<file path="config.mk">
export PLATFORM = sky130hd
export DESIGN_NAME = fifo_frame_reader
export DESIGN_NICKNAME = d
export VERILOG_FILES = /design/src/rtl/fifo_frame_reader_pkg.sv /design/src/rtl/fifo_reader_skid_buf.sv /design/src/rtl/fifo_frame_reader.sv
export SDC_FILE = /design/constraint.sdc
export NUM_CORES = 1
export LEC_CHECK = 0
export CELL_PAD_IN_SITES_DETAIL_PLACEMENT = 2
export CELL_PAD_IN_SITES_GLOBAL_PLACEMENT = 2
export CORE_AREA = 2 2 160 162
export CTS_CLUSTER_DIAMETER = 100
export DETAILED_ROUTE_END_ITERATION = 10
export DIE_AREA = 0 0 162 164
export PLACE_DENSITY_LB_ADDON = 0.1
export SKIP_CTS_REPAIR_TIMING = 1
export SLEW_MARGIN = 20
export SYNTH_ARGS = -nofsm -noshare
export SYNTH_HDL_FRONTEND = slang
export SYNTH_SLANG_ARGS = --single-unit
</file>
<file path="constraint.sdc">
create_clock -name rd_clk -period 2.5 [get_ports rd_clk]
set_input_delay 0.75 -clock rd_clk [delete_from_list [all_inputs] [get_ports rd_clk]]
set_output_delay 0.75 -clock rd_clk [all_outputs]
set_load 0.01 [all_outputs]
</file>
<file path="src/rtl/fifo_frame_reader_pkg.sv">
// Shared types and constants for the FIFO frame reader.
//   state_e    : control FSM states
//   BUF_DEPTH  : skid buffer entries; also the total read credit
//   BUF_AW     : skid buffer pointer width
//   out_cnt_w  : width of the in-frame word index for a given frame length
package fifo_frame_reader_pkg;

  typedef enum logic [1:0] {
    IDLE  = 2'd0,
    RUN   = 2'd1,
    DRAIN = 2'd2
  } state_e;

  localparam int BUF_DEPTH = 4;
  localparam int BUF_AW    = 2;

  // Index 0..frame_len-1 fits in clog2(frame_len) bits; frame_len >= 2.
  function automatic int out_cnt_w(input int frame_len);
    return $clog2(frame_len);
  endfunction

endpackage

</file>
<file path="src/rtl/fifo_reader_skid_buf.sv">
// Four-entry register FIFO that absorbs words already in flight from the
// FIFO RAM when the stream sink stalls.
//   clk, rst   : clock, synchronous active-high reset
//   push/push_data : write one word
//   pop        : retire the head word (only while count != 0)
//   count      : occupancy 0..BUF_DEPTH
//   head_data  : current head entry, straight from the storage registers
module fifo_reader_skid_buf
  import fifo_frame_reader_pkg::*;
#(
  parameter int DW = 32
) (
  input  logic              clk,
  input  logic              rst,
  input  logic              push,
  input  logic [DW-1:0]     push_data,
  input  logic              pop,
  output logic [BUF_AW:0]   count,
  output logic [DW-1:0]     head_data
);

  logic [BUF_DEPTH-1:0][DW-1:0] mem;
  logic [BUF_AW-1:0]            wr_ptr;
  logic [BUF_AW-1:0]            rd_ptr;

  // Storage is cleared on reset so the head reads as zero while empty.
  always_ff @(posedge clk) begin
    if (rst) begin
      mem    <= '0;
      wr_ptr <= '0;
      rd_ptr <= '0;
      count  <= '0;
    end else begin
      if (push) begin
        mem[wr_ptr] <= push_data;
        wr_ptr      <= wr_ptr + 1'b1;
      end
      if (pop)
        rd_ptr <= rd_ptr + 1'b1;
      case ({push, pop})
        2'b10:   count <= count + 1'b1;
        2'b01:   count <= count - 1'b1;
        default: count <= count;
      endcase
    end
  end

  assign head_data = mem[rd_ptr];

  // The read-credit rule upstream keeps these from ever firing.
  a_no_overflow: assert property (@(posedge clk) disable iff (rst)
    !(push && !pop && (count == (BUF_AW+1)'(BUF_DEPTH))));
  a_no_underflow: assert property (@(posedge clk) disable iff (rst)
    !(pop && (count == '0)));

endmodule

</file>
<file path="src/rtl/fifo_frame_reader.sv">
// Drains a FIFO read port into a valid/ready stream framed every FRAME_LEN
// words. Reads are issued only while the words already in flight plus the
// words sitting in the skid buffer leave room, so back-pressure never drops
// a word regardless of the RAM read latency.
//   rd_clk, rd_rst : clock, synchronous active-high reset
//   enable         : permits a new frame to start (sampled in IDLE / DRAIN exit)
//   fifo_rd_en/empty/data : FIFO read port, data RD_LATENCY cycles after rd_en
//   m_data/valid/ready/last : output stream, m_last on the final frame word
//   frame_done     : one-cycle pulse after the last-word handshake
//   frame_count    : completed frames, wrapping
//   busy           : FSM not idle
module fifo_frame_reader
  import fifo_frame_reader_pkg::*;
#(
  parameter int DATA_WIDTH = 32,
  parameter int RD_LATENCY = 1,
  parameter int FRAME_LEN  = 1024,
  parameter int CNT_W      = 16
) (
  input  logic                  rd_clk,
  input  logic                  rd_rst,
  input  logic                  enable,
  output logic                  fifo_rd_en,
  input  logic                  fifo_rd_empty,
  input  logic [DATA_WIDTH-1:0] fifo_rd_data,
  output logic [DATA_WIDTH-1:0] m_data,
  output logic                  m_valid,
  input  logic                  m_ready,
  output logic                  m_last,
  output logic                  frame_done,
  output logic [CNT_W-1:0]      frame_count,
  output logic                  busy
);

  localparam int OCW = out_cnt_w(FRAME_LEN);
  // issue_cnt must be able to hold FRAME_LEN itself.
  localparam int ICW = OCW + 1;
  localparam logic [OCW-1:0] LAST_IDX   = OCW'(FRAME_LEN - 1);
  localparam logic [ICW-1:0] ISSUE_LAST = ICW'(FRAME_LEN - 1);
  localparam logic [BUF_AW:0] CREDITS   = (BUF_AW+1)'(BUF_DEPTH);

  state_e                state;
  state_e                state_nxt;
  logic [ICW-1:0]        issue_cnt;
  logic [OCW-1:0]        out_cnt;
  logic [RD_LATENCY-1:0] vld_pipe;
  logic [BUF_AW:0]       buf_cnt;
  logic [BUF_AW:0]       inflight_cnt;
  logic                  push;
  logic                  pop;
  logic                  last_hs;
  logic                  credit_ok;

  // ---------------------------------------------------------------------------
  // Read credit
  // ---------------------------------------------------------------------------
  // Every set bit of vld_pipe is a read whose data has not reached the skid
  // buffer yet (the top bit is arriving this cycle). A pop in the same cycle
  // is deliberately not credited, keeping the check free of m_ready timing.
  always_comb begin
    inflight_cnt = '0;
    for (int i = 0; i < RD_LATENCY; i++)
      inflight_cnt = inflight_cnt + (BUF_AW+1)'(vld_pipe[i]);
  end

  assign credit_ok  = (buf_cnt + inflight_cnt) < CREDITS;
  assign fifo_rd_en = (state == RUN) && !fifo_rd_empty && credit_ok;

  // Shift in the read enable; truncation drops the oldest bit.
  always_ff @(posedge rd_clk) begin
    if (rd_rst)
      vld_pipe <= '0;
    else
      vld_pipe <= RD_LATENCY'({vld_pipe, fifo_rd_en});
  end

  assign push = vld_pipe[RD_LATENCY-1];

  // ---------------------------------------------------------------------------
  // Skid buffer and stream side
  // ---------------------------------------------------------------------------
  fifo_reader_skid_buf #(
    .DW (DATA_WIDTH)
  ) u_skid (
    .clk       (rd_clk),
    .rst       (rd_rst),
    .push      (push),
    .push_data (fifo_rd_data),
    .pop       (pop),
    .count     (buf_cnt),
    .head_data (m_data)
  );

  assign m_valid = (buf_cnt != '0);
  assign pop     = m_valid && m_ready;
  assign m_last  = m_valid && (out_cnt == LAST_IDX);
  assign last_hs = pop && (out_cnt == LAST_IDX);

  // ---------------------------------------------------------------------------
  // Control FSM
  // ---------------------------------------------------------------------------
  // The last word is issued before DRAIN and handed over no earlier than
  // RD_LATENCY+1 cycles later, so last_hs is only ever seen in DRAIN.
  always_comb begin
    state_nxt = state;
    case (state)
      IDLE:    if (enable) state_nxt = RUN;
      RUN:     if (fifo_rd_en && (issue_cnt == ISSUE_LAST)) state_nxt = DRAIN;
      DRAIN:   if (last_hs) state_nxt = enable ? RUN : IDLE;
      default: state_nxt = IDLE;
    endcase
  end

  always_ff @(posedge rd_clk) begin
    if (rd_rst) begin
      state       <= IDLE;
      issue_cnt   <= '0;
      out_cnt     <= '0;
      frame_done  <= 1'b0;
      frame_count <= '0;
    end else begin
      state <= state_nxt;

      if ((state == IDLE) || last_hs)
        issue_cnt <= '0;
      else if (fifo_rd_en)
        issue_cnt <= issue_cnt + 1'b1;

      if ((state == IDLE) || last_hs)
        out_cnt <= '0;
      else if (pop)
        out_cnt <= out_cnt + 1'b1;

      frame_done <= last_hs;
      if (last_hs)
        frame_count <= frame_count + CNT_W'(1);
    end
  end

  assign busy = (state != IDLE);

endmodule

</file>
After elaboration in Yosys (flattened, before gate mapping). Index checks and enable logic that the tools add are counted.

Register bits after elaboration: 176. Bits in latches: 0. Memory bits (writable): 0. Memory bits (read-only): 0. Bits of input ports: 37. Output and inout port bits: 53. Logic and storage cells: 60. Memories kept: 0.

Add/sub/neg operators: 8. $mul: 0. Divide/modulo/power cells: 0. $lt $le $gt $ge: 4. Equality and inequality tests: 9. Shift-type cells: 0. Muxes and demuxes: 11. Bitwise logic cells: 0. Reductions and logical operators: 15.

Operators with widths (number): 128-bit bitwise mux (1); 32-bit binary-select mux with 2-bit select (1); 32-bit demux with 2-bit select (1); 32-bit 2-to-1 mux (2); 16-bit by 1-bit adder with 16-bit output, second input constant (1); 11-bit by 1-bit adder with 11-bit output, second input constant (1); 11-bit by 10-bit == test with 1-bit output, second input constant (1); 10-bit by 1-bit adder with 10-bit output, second input constant (1); 10-bit == test, second input constant (1); 1-bit logical AND (7); 2-bit by 3-bit < comparator with 1-bit output, second input constant (2); 2-bit 2-to-1 mux (3); 2-bit one-hot mux with 3 select lines (1); 3-bit one-hot mux with 2 select lines (1); 2-bit by 1-bit adder with 2-bit output, second input constant (2); 2-bit by 1-bit == test with 1-bit output, second input constant (2); 2-bit == test, second input constant (2); 2-bit inequality test, second input constant (2); 2-bit nonzero test (2); 3-bit by 1-bit adder with 3-bit output (1); 3-bit by 1-bit adder with 3-bit output, second input constant (1); 3-bit < comparator, second input constant (1); 3-bit AND reduction (1); 3-bit nonzero test (1); other kinds (8) (8).

Longest topological paths before layout. Gate-level depths: netlist (run 1).

Depth in word-level cells: 6. Mapped depth: 8. Gate-level depth less buffers: 8.

By module. From an unflattened synthesis (run 1), not the netlist that was laid out.

Cells, all modules: 860. Area, all modules: 7573.5 µm².

Modules (own cells, without submodules): fifo_reader_skid_buf (times used 1, cells an instance 637, area an instance 5636.7 µm², seq. area each 2702.6 µm²); fifo_frame_reader (times used 1, cells an instance 223, area an instance 1936.9 µm², seq. area each 820.8 µm²).

Worst setup path after synthesis (run 1). No wires, ideal clock.

Path type: register to output. Start: reg u_skid.rd_ptr[0]. End: out m_data[10]. Arrival: 1.756 ns. Data required time: 1.750 ns. Path slack: -0.006 ns. Cell stages (with the launch flop): 4. Buffers on the path: 2. Path through: dfxtp_1 > clkbuf_1 > buf_1 > mux4_2.

Cells in the longest elaborated chain, start to end: 2.

Ends and longest elaborated chain: start: declaration (RTL line fifo_reader_skid_buf.sv:24) `logic [BUF_AW-1:0] rd_ptr;`; start signal: assignment (RTL line fifo_reader_skid_buf.sv:39) `rd_ptr <= rd_ptr + 1'b1;`; 32-bit binary-select mux with 2-bit select (RTL line fifo_reader_skid_buf.sv:48) `assign head_data = mem[rd_ptr];`; 32-bit 2-to-1 mux (not written as such) (RTL line fifo_reader_skid_buf.sv:48); end: declaration (RTL line fifo_frame_reader.sv:26) `output logic [DATA_WIDTH-1:0] m_data,`.

Every way passes these cells. The select of a mux whose other input is x is not followed.

Final worst setup path (run 1).
Start: reg u_skid.rd_ptr[0]. End: out m_data[0].

The elaborated chain is that of the path after synthesis.

==> run_results.csv, run 1 <==
group,metric,value,unit
cts,cts-root-buf,"clkbuf_16",
sta,finalSetupViolations,4,
sta,timing.final.crit_share,101,%
logic_synthesis,synth-simple-area-share,21.3,%
logic_synthesis,netlist.area_leader.share,47.8,%
critical_path,cp_cell_sequence,"buf_12, clkbuf_16, mux4_2, clkbuf_2",
logic_synthesis,avgSynthCellArea,8.56,um^2
logic_synthesis,synth_cells,861,
routing,num_vias,6581,
cts,clkTransAtPathRegs,70,ps
placement,post-place-ws,-464,ps
critical_path,setup.worst_path.start,"u_skid.rd_ptr[0]",
layout,drive_gt1_share,16.2,%
layout,stdcell_count,1300,
global_routing,grt_usage,19.0,%
logic_synthesis,synth-edff-count,0,
critical_path,critPathMaxFanout,4,
hold_path,hold_path.class,"reg2reg",
cts,clock-sinks,176,
logic_synthesis,synth_top_family_by_area,"simple AND/OR/NAND/NOR gates",
cts,insertion_delay,440,ps
global_routing,grt_pass1_wl,39600,um
sta,fin_ws,-21.4,ps
critical_path,r2r_end,"frame_count[11]",
cts,clockBufferDepth,2,
logic_synthesis,yosysMostFrequentCell,"nand2_1",
logic_synthesis,yosysSeqAreaShare,47.8,%
placement,portBuffers,89,
floorplan,io_pins,90,
floorplan,design.core.area,24800,um^2
routing,drt_iter0_drc,260,
sta,max_slew_margin,45.2,%
sta,finalMaxSlewViolations,0,
sta,rsz0062_at_grt,"true",
logic_synthesis,synthAdderAreaFrac,1.63,%
run_status,status,"complete, but fails checks",
floorplan,dieArea,26600,um^2
global_routing,use_met3,3.89,%
critical_path,arrival,1770,ps
sta,hold_slack,458,ps
critical_path,timing.rr.start,"out_cnt[3]",
global_routing,grt_max_degree,66,
critical_path,r2r_setup_slack,250,ps
logic_synthesis,synth.distinct_cells,39,
critical_path,end_kind,"output port",
logic_synthesis,synth_top_flop_cell,"dfxtp_1",
sta,fin_worst_skew,14.3,ps
layout,syn_to_final_growth,28.4,%
critical_path,cp_slowest_cell,"mux4_2",
floorplan,rows,58,
floorplan,die_h,164,um
logic_synthesis,yosys.area.top_type,"dfxtp_1",
cts,cts_tree,"yes",
floorplan,chipWidth,162,um
cts,htreeDepth,4,
global_routing,grt_most_used_layer,"met2",
global_routing,first_global_vias,7428,
logic_synthesis,synthXorXnorAreaFrac,2.02,%
logic_synthesis,ys_seq_elements,176,
layout,finalNetCount,1002,
critical_path,worst-endpoint-required,1750,ps
critical_path,crit_end,"m_data[0]",
cts,cts_buffers,17,
placement,routabilityCongestion,0.733,
critical_path,critPathLaunchType,"flip-flop",
logic_synthesis,synthTopCellsByArea,"dfxtp_1 (48%), nand2_1 (14%), a21oi_1 (10%)",
run_status,violations,"negative setup slack",
power_and_ir_drop,peakVddDrop,0.000302,V
routing,ant_nets,0,
floorplan,initial_core_util,29.7,%
global_routing,overflow,0,
placement,dp_cells,1255,
routing,viasPerCell,5.06,
layout,utilization,38.1,%
logic_synthesis,synth-compound-area-share,13.2,%
logic_synthesis,ys_warn_count,0,
sta,worst_pin_slew,822,ps
critical_path,max_stage_delay,530,ps
critical_path,worst-r2r-cell-count,6,
logic_synthesis,muxShareOfSynthArea,10.2,%
global_routing,use_met1,23.5,%
routing,route.detailed.drc,0,
logic_synthesis,syn_area,7370,um^2
placement,place_hpwl,16300,um
sta,hold_violations,0,
sta,fmax,397,MHz
global_routing,antenna_found_initial,1,
job,cap_violations,0,
global_routing,grt_use_met2,34.2,%
logic_synthesis,synthArstFlopShare,0,%
routing,routedWlPerCell,19.1,um
logic_synthesis,syn-num-nets,907,
routing,drt-pass1-iter-count,4,
power_and_ir_drop,power_density,664,nW/um^2
critical_path,worstSetupPathType,"reg2out",
power_and_ir_drop,p_leak,3.15,nW
routing,drt-total-wl,24800,um
sta,final.min_clock_period,2520,ps
logic_synthesis,synth_commonest_cells,"nand2_1 (276), dfxtp_1 (176), a21oi_1 (152), clkbuf_1 (53), mux4_2 (32)",
==> critical path: cells and delay by family (launching register included) <==
kind | cells | cell delay [ps]
buffers and inverters | 3 | 430
muxes | 1 | 530
DFF | 1 | 380
==> cells by family after synthesis <==
logic type / after synthesis
AO/OA/AOI/OAI: 182
XOR/XNOR: 17
adder cells (fa/ha/maj): 9
buffers and inverters: 74
flip-flops: 176
multiplexers: 35
AND/OR/NAND/NOR: 368
==> worst min-delay path by stage <==
stage | from | endpoint | slack [ps] | depth (start not counted)
global route | u_skid.mem[19] | u_skid.mem[19] | 480 | 2
floorplan | u_skid.mem[64] | u_skid.mem[64] | 430 | 2
detailed placement | u_skid.mem[29] | u_skid.mem[29] | 450 | 2
CTS | u_skid.mem[29] | u_skid.mem[29] | 460 | 2
finish | u_skid.mem[109] | u_skid.mem[109] | 460 | 2
global placement | u_skid.mem[54] | u_skid.mem[54] | 440 | 2
==> routing by layer <==
layer	up-vias	part of all wire [%]
met3	12	3.2
met5	-	0
met2	78	51
met4	0	0.64
li1	3135	-
met1	3356	45
==> report_power, final <==
part           internal, W  switching (W)
combinational     0.000398       0.000374
sequential         0.00284      0.0000397
clock              0.00133        0.00130
total              0.00457        0.00172
==> placed cells by master (no fill, tap or decap), types with 7 or more instances in the layout <==
master,count
or4_1,16
ha_1,7
dfxtp_1,172
xor2_1,8
nand3_1,12
clkdlybuf4s50_1,53
nand2_1,276
buf_6,7
mux4_2,32
xnor2_1,9
clkbuf_2,25
nor2_1,25
clkbuf_16,19
buf_4,36
nand4_1,7
inv_1,11
buf_12,11
o21ai_0,8
or3_1,7
a21oi_1,152
o31ai_1,15
==> per-stage QoR <==
step | area [um^2] | TNS [ps] | power [W]
floorplan | 7370 | 0 | 0.00326
global placement | 8810 | -6280 | 0.00358
detailed placement | 8810 | -8020 | 0.00360
CTS | 9380 | -11920 | 0.00624
global route | 9460 | -1090 | 0.00659
finish | 9460 | -44.6 | 0.00628
==> final cells by class <==
| cell class | instances | area, um^2 |
|---|---|---|
| fill | 2780 | 15400 |
| multi-input combinational | 611 | 3580 |
| sequential | 176 | 3530 |
| timing repair buffer | 138 | 1320 |
| tap | 330 | 413 |
| inverter | 12 | 45.0 |
| clock buffer | 17 | 425 |
| antenna | 1 | 2.50 |
| clock inverter | 15 | 145 |
==> state kept, by name (all words and copies together) (netlist names) <==
name,flops
u_skid.wr_ptr,2
state,2
u_skid.mem,128
issue_cnt,11
frame_done,1
u_skid.count,3
frame_count,16
out_cnt,10
u_skid.rd_ptr,2
push,1
No activity file was read; power rests on OpenSTA's default activity.
==> run 2, diff against run 1 <==
--- a/config.mk
+++ b/config.mk
@@ -7,10 +7,11 @@
 export LEC_CHECK = 0
 export CELL_PAD_IN_SITES_DETAIL_PLACEMENT = 2
 export CELL_PAD_IN_SITES_GLOBAL_PLACEMENT = 2
-export CORE_AREA = 2 2 160 162
+export CORE_AREA = 2 2 158 160
+export CTS_BUF_LIST = sky130_fd_sc_hd__clkbuf_2
 export CTS_CLUSTER_DIAMETER = 100
 export DETAILED_ROUTE_END_ITERATION = 10
-export DIE_AREA = 0 0 162 164
+export DIE_AREA = 0 0 160 162
 export PLACE_DENSITY_LB_ADDON = 0.1
 export SKIP_CTS_REPAIR_TIMING = 1
 export SLEW_MARGIN = 20
==> run 2 against run 1 <==
The flow still finishes with violations (negative setup slack). Register-to-register slack gained 20 ps. Via count is 2.4% higher. Combinational power increased by 16%. Worst setup slack worse by 430 ps. Cell count is 1.2% higher. Routed wire length grew 0.69%. Die area decreased by 2.4%. Non-clock buffer count is 21 higher. Total power down 15%. Global-route usage is 0.42 points lower. Maximum frequency is 15% lower. Flip-flop and latch count unchanged.
==> run_results.csv, run 2 (synthesized netlist as in run 1, its figures left out) <==
group,metric,value,unit
floorplan,die_h,162,um
sta,fmax,338,MHz
cts,htreeDepth,4,
sta,fin_ws,-455,ps
layout,top_regs,"u_skid.mem x128, frame_count x16, issue_cnt x11",
global_routing,overflow,0,
sta,final.min_clock_period,2960,ps
placement,routabilityCongestion,0.710,
global_routing,grt_usage,18.6,%
routing,drt_iter0_drc,269,
layout,finalNetCount,1023,
hold_path,hold_path.class,"in2reg",
cts,cts-root-buf,"clkbuf_2",
routing,routedWlPerCell,19.0,um
floorplan,io_pins,90,
layout,regMostFlops,"u_skid.mem",
placement,dp_cells,1245,
routing,ant_nets,0,
cts,clock-sinks,176,
cts,cts_tree,"yes",
power_and_ir_drop,peakVddDrop,0.000234,V
layout,layout_commonest_cell,"nand2_1",
global_routing,grt_max_degree,117,
sta,finalSetupViolations,33,
sta,finalMaxSlewViolations,0,
global_routing,first_global_vias,7245,
routing,route.detailed.drc,0,
routing,num_vias,6737,
critical_path,worstSetupPathType,"reg2out",
sta,hold_violations,0,
placement,place_hpwl,15500,um
cts,cts_buffers,17,
power_and_ir_drop,p_leak,3.47,nW
critical_path,critPathLaunchType,"flip-flop",
placement,portBuffers,89,
layout,largest_register_ff_count,128,
floorplan,chipWidth,160,um
sta,fin_worst_skew,49.5,ps
sta,max_slew_margin,54.6,%
sta,timing.final.crit_share,118,%
layout,drive_gt1_share,21.1,%
power_and_ir_drop,power_density,564,nW/um^2
layout,syn_to_final_growth,28.5,%
run_status,violations,"negative setup slack",
critical_path,arrival,2210,ps
floorplan,dieArea,25900,um^2
sta,rsz0062_at_grt,"true",
global_routing,antenna_found_initial,2,
critical_path,worst-endpoint-required,1750,ps
routing,drt-total-wl,25000,um
critical_path,critPathMaxFanout,7,
global_routing,grt_pass1_wl,38100,um
routing,viasPerCell,5.12,
layout,stdcell_count,1316,
cts,clockBufferDepth,2,
job,cap_violations,0,
run_status,status,"complete, but fails checks",
cts,insertion_delay,760,ps
floorplan,rows,57,
sta,worst_pin_slew,681,ps
sta,setup_tns,-11250,ps
floorplan,initial_core_util,30.6,%
floorplan,design.core.area,24100,um^2
routing,drt-pass1-iter-count,6,
critical_path,end_kind,"output port",
layout,final_cell_mix,"nand2_1 (276), a21oi_1 (152), dfxtp_1 (146), buf_4 (48), clkbuf_2 (41)",
cts,clkTransAtPathRegs,290,ps
-- run 2: cell types whose count changed in the layout (fill, tap and decap cells not counted), sizes merged --
cell,delta
clkinv,+1
buf,+24
bufinv,+1
clkinvlp,-1
dlymetal6s2s,+15
diode,+1
inv,-1
clkdlybuf4s50,-18
-- run 2: final timing paths --
| path | start | to | slack, ps | depth (start not counted) |
|---|---|---|---|---|
| max | u_skid.rd_ptr[0] | m_data[0] | -460 | 5 |
| min | rd_rst | frame_count[1] | 370 | 2 |
| max reg2reg | out_cnt[6] | frame_count[15] | 270 | 6 |
| min reg2reg | u_skid.mem[124] | u_skid.mem[124] | 470 | 2 |
-- run 2: area by class of cell --
class	instances	area [um^2]
Clock buffer	17	85.1
Clock inverter	15	169
Tap cell	324	405
Timing Repair Buffer	159	1560
Fill cell	2747	14600
Inverter	12	45.0
Antenna cell	2	5.00
Multi-Input combinational cell	611	3610
Sequential cell	176	3600
-- run 2: where the power goes --
part	switching, W	internal [W]	total [W]
clock	0.00114	0.000415	0.00156
combinational	0.000417	0.000475	0.000892
sequential	0.0000416	0.00285	0.00289
total	0.00160	0.00374	0.00534
-- run 2: metal layers --
metal,vias to the layer above,track usage (%),routed length (um)
li1,3185,-,-
met1,3427,22.6,11200
met2,106,33.6,12700
met3,19,3.63,722
met4,0,4.83,286
met5,-,0,0
-- run 2: worst max-delay path, stage by stage, from the launching register on --
cell and delay (ps):
dfxtp_4 440, buf_12 120, clkbuf_16 170, buf_6 110
mux4_2 500, buf_6 150
-- run 2: per-stage QoR --
| step | setup slack, ps | cell area [um^2] | hold WS, ps | utilization (%) | total power, W |
|---|---|---|---|---|---|
| 2_1_floorplan | 40.9 | 7370 | 433 | - | 0.00326 |
| 3_3_place_gp | -409 | 8760 | 438 | 36.3 | 0.00358 |
| 3_5_place_dp | -411 | 8760 | 449 | 36.3 | 0.00360 |
| 4_1_cts | -821 | 9010 | 276 | 37.4 | 0.00520 |
| 5_1_grt | -588 | 9470 | 283 | 39.3 | 0.00562 |
| 6_report | -455 | 9470 | 369 | 39.3 | 0.00534 |
==> run 3, diff against run 2 <==
--- a/config.mk
+++ b/config.mk
@@ -7,11 +7,11 @@
 export LEC_CHECK = 0
 export CELL_PAD_IN_SITES_DETAIL_PLACEMENT = 2
 export CELL_PAD_IN_SITES_GLOBAL_PLACEMENT = 2
-export CORE_AREA = 2 2 158 160
+export CORE_AREA = 2 2 149 151
 export CTS_BUF_LIST = sky130_fd_sc_hd__clkbuf_2
 export CTS_CLUSTER_DIAMETER = 100
 export DETAILED_ROUTE_END_ITERATION = 10
-export DIE_AREA = 0 0 160 162
+export DIE_AREA = 0 0 151 153
 export PLACE_DENSITY_LB_ADDON = 0.1
 export SKIP_CTS_REPAIR_TIMING = 1
 export SLEW_MARGIN = 20
==> constraint.sdc (replaced) <==
create_clock -name rd_clk -period 3.5 [get_ports rd_clk]
set_input_delay 1.05 -clock rd_clk [delete_from_list [all_inputs] [get_ports rd_clk]]
set_output_delay 1.05 -clock rd_clk [all_outputs]
set_load 0.01 [all_outputs]
==> run 3 against run 2 <==
The flow now finishes without violations. Worst setup slack better by 620 ps. Combinational power decreased by 46%. Via count fell by 3.7%. Critical path depth shrank 1. Flip-flop and latch count is the same. Cell count is 6.8% lower. Highest routed layer unchanged. Critical endpoint unchanged. Count of clock-buffer cells in the layout grew 1. Non-clock buffer count is 46 lower.
==> run_results.csv, run 3 (synthesized netlist as in run 1, its figures left out) <==
group,metric,value,unit
placement,routabilityCongestion,0.732,
routing,viasPerCell,5.29,
power_and_ir_drop,power_density,404,nW/um^2
sta,finalSetupViolations,0,
critical_path,r2r_setup_slack,880,ps
critical_path,arrival,2280,ps
layout,regMostFlops,"u_skid.mem",
global_routing,grt_pass1_wl,39300,um
critical_path,max_stage_delay,570,ps
floorplan,rows,54,
floorplan,initial_core_util,34.3,%
layout,layout_commonest_cell,"nand2_1",
cts,htreeDepth,4,
layout,syn_to_final_growth,22.2,%
power_and_ir_drop,net-switching-power,0.00104,W
placement,place_hpwl,15600,um
layout,final_cell_mix,"nand2_1 (276), dfxtp_1 (168), a21oi_1 (152), clkdlybuf4s50_1 (54), dlymetal6s2s_1 (34)",
floorplan,dieArea,23100,um^2
sta,finalMaxSlewViolations,0,
layout,utilization,41.9,%
power_and_ir_drop,peakVddDrop,0.000175,V
cts,cts_buffers,17,
layout,drive_gt1_share,10.5,%
routing,num_vias,6490,
routing,drt_iter0_drc,202,
routing,drt-total-wl,24500,um
cts,clkTransAtPathRegs,240,ps
critical_path,cp_cell_sequence,"buf_4, buf_12, mux4_2, dlymetal6s2s_1",
cts,insertion_delay,780,ps
critical_path,worst-endpoint-required,2450,ps
routing,route.detailed.drc,0,
global_routing,grt_use_met2,38.7,%
sta,worst_pin_slew,1030,ps
floorplan,io_pins,90,
critical_path,end_kind,"output port",
sta,fmax,300,MHz
sta,timing.final.crit_share,95.2,%
cts,cts_tree,"yes",
critical_path,worst-path-buf-inv,3,
power_and_ir_drop,p_sw_share,28.6,%
layout,top_regs,"u_skid.mem x128, frame_count x16, issue_cnt x11",
global_routing,grt_max_degree,95,
floorplan,design.core.area,21500,um^2
hold_path,hold_path.class,"reg2reg",
global_routing,grt_usage,21.6,%
job,cap_violations,0,
critical_path,cp_slowest_cell,"mux4_2",
global_routing,overflow,0,
power_and_ir_drop,p_leak,3.38,nW
global_routing,first_global_vias,7460,
sta,rsz0062_at_grt,"false",
power_and_ir_drop,combinationalPowerShare,13.2,%
cts,clock-sinks,176,
layout,largest_register_ff_count,128,
global_routing,use_met1,26.7,%
global_routing,antenna_found_initial,3,
layout,num-fill-cells,2391,
critical_path,critPathMaxFanout,10,
power_and_ir_drop,power.internal,0.00260,W
sta,hold_violations,0,
cts,cts-root-buf,"clkbuf_2",
power_and_ir_drop,clkPwrFrac,29.8,%
routing,routedWlPerCell,19.9,um
sta,setup_tns,0,ps
routing,drt-pass1-iter-count,4,
global_routing,grt_most_used_layer,"met2",
power_and_ir_drop,p_total,0.00364,W
sta,final.min_clock_period,3330,ps
placement,portBuffers,89,
critical_path,crit_family,"multiplexers",
sta,max_slew_margin,31.4,%
critical_path,worstSetupPathType,"reg2out",
floorplan,die_h,153,um
run_status,status,"complete, no violations",
cts,clockBufferDepth,2,
critical_path,critPathLaunchType,"flip-flop",
sta,fin_worst_skew,41.1,ps
routing,ant_nets,0,
power_and_ir_drop,p_seq_share,57.0,%
layout,finalNetCount,977,
floorplan,chipWidth,151,um
global_routing,use_met3,3.61,%
-- run 3: power groups by stage --
stage	registers (W)	clock network, W	logic, W
2_1_floorplan	0.00209	0	0.000243
3_3_place_gp	0.00210	0	0.000419
3_5_place_dp	0.00210	0	0.000437
4_1_cts	0.00207	0.00113	0.000440
5_1_grt	0.00208	0.00121	0.000518
6_report	0.00207	0.00109	0.000478
-- run 3: routing by layer --
| metal | routed length, um | up-vias |
|---|---|---|
| met5 | 0 | - |
| met4 | 278 | 0 |
| met3 | 732 | 20 |
| met2 | 12600 | 81 |
| met1 | 10900 | 3305 |
| li1 | - | 3084 |
-- run 3: layout make-up --
class / count / area (um^2) / area share, %
Timing Repair Buffer: 113 / 1260 / 14.0
Clock inverter: 14 / 140 / 1.56
Tap cell: 280 / 350 / 3.89
Antenna cell: 3 / 7.51 / 0.0834
Clock buffer: 18 / 90.1 / 1.00
Inverter: 12 / 45.0 / 0.500
Multi-Input combinational cell: 611 / 3560 / 39.6
Sequential cell: 176 / 3540 / 39.3
-- run 3: worst paths after layout --
path | from | endpoint | cells after the start
setup / recovery | u_skid.rd_ptr[0] | m_data[0] | 4
hold / removal | u_skid.mem[93] | u_skid.mem[93] | 2
setup reg to reg | u_skid.count[2] | u_skid.count[2] | 8
hold reg to reg | u_skid.mem[93] | u_skid.mem[93] | 2
-- run 3: through the flow --
step	std cells	setup slack, ps	hold slack [ps]	instance area, um^2
final	1227	169	472	9000
after global routing	1226	39.5	496	9000
after CTS	1218	-226	475	8790
after detailed placement	1186	-43.7	447	8560
after global placement	1186	15.1	438	8560
after floorplan	861	618	433	7370
-- run 3: worst reg2reg max path: cells and delay by family (launching register included) --
family          cells  cell delay (ps)
buf+inv             2              310
xor+xnor            1               80
fa+ha+maj           2              460
simple gates        1              330
flops               1              420
compound gates      2              970
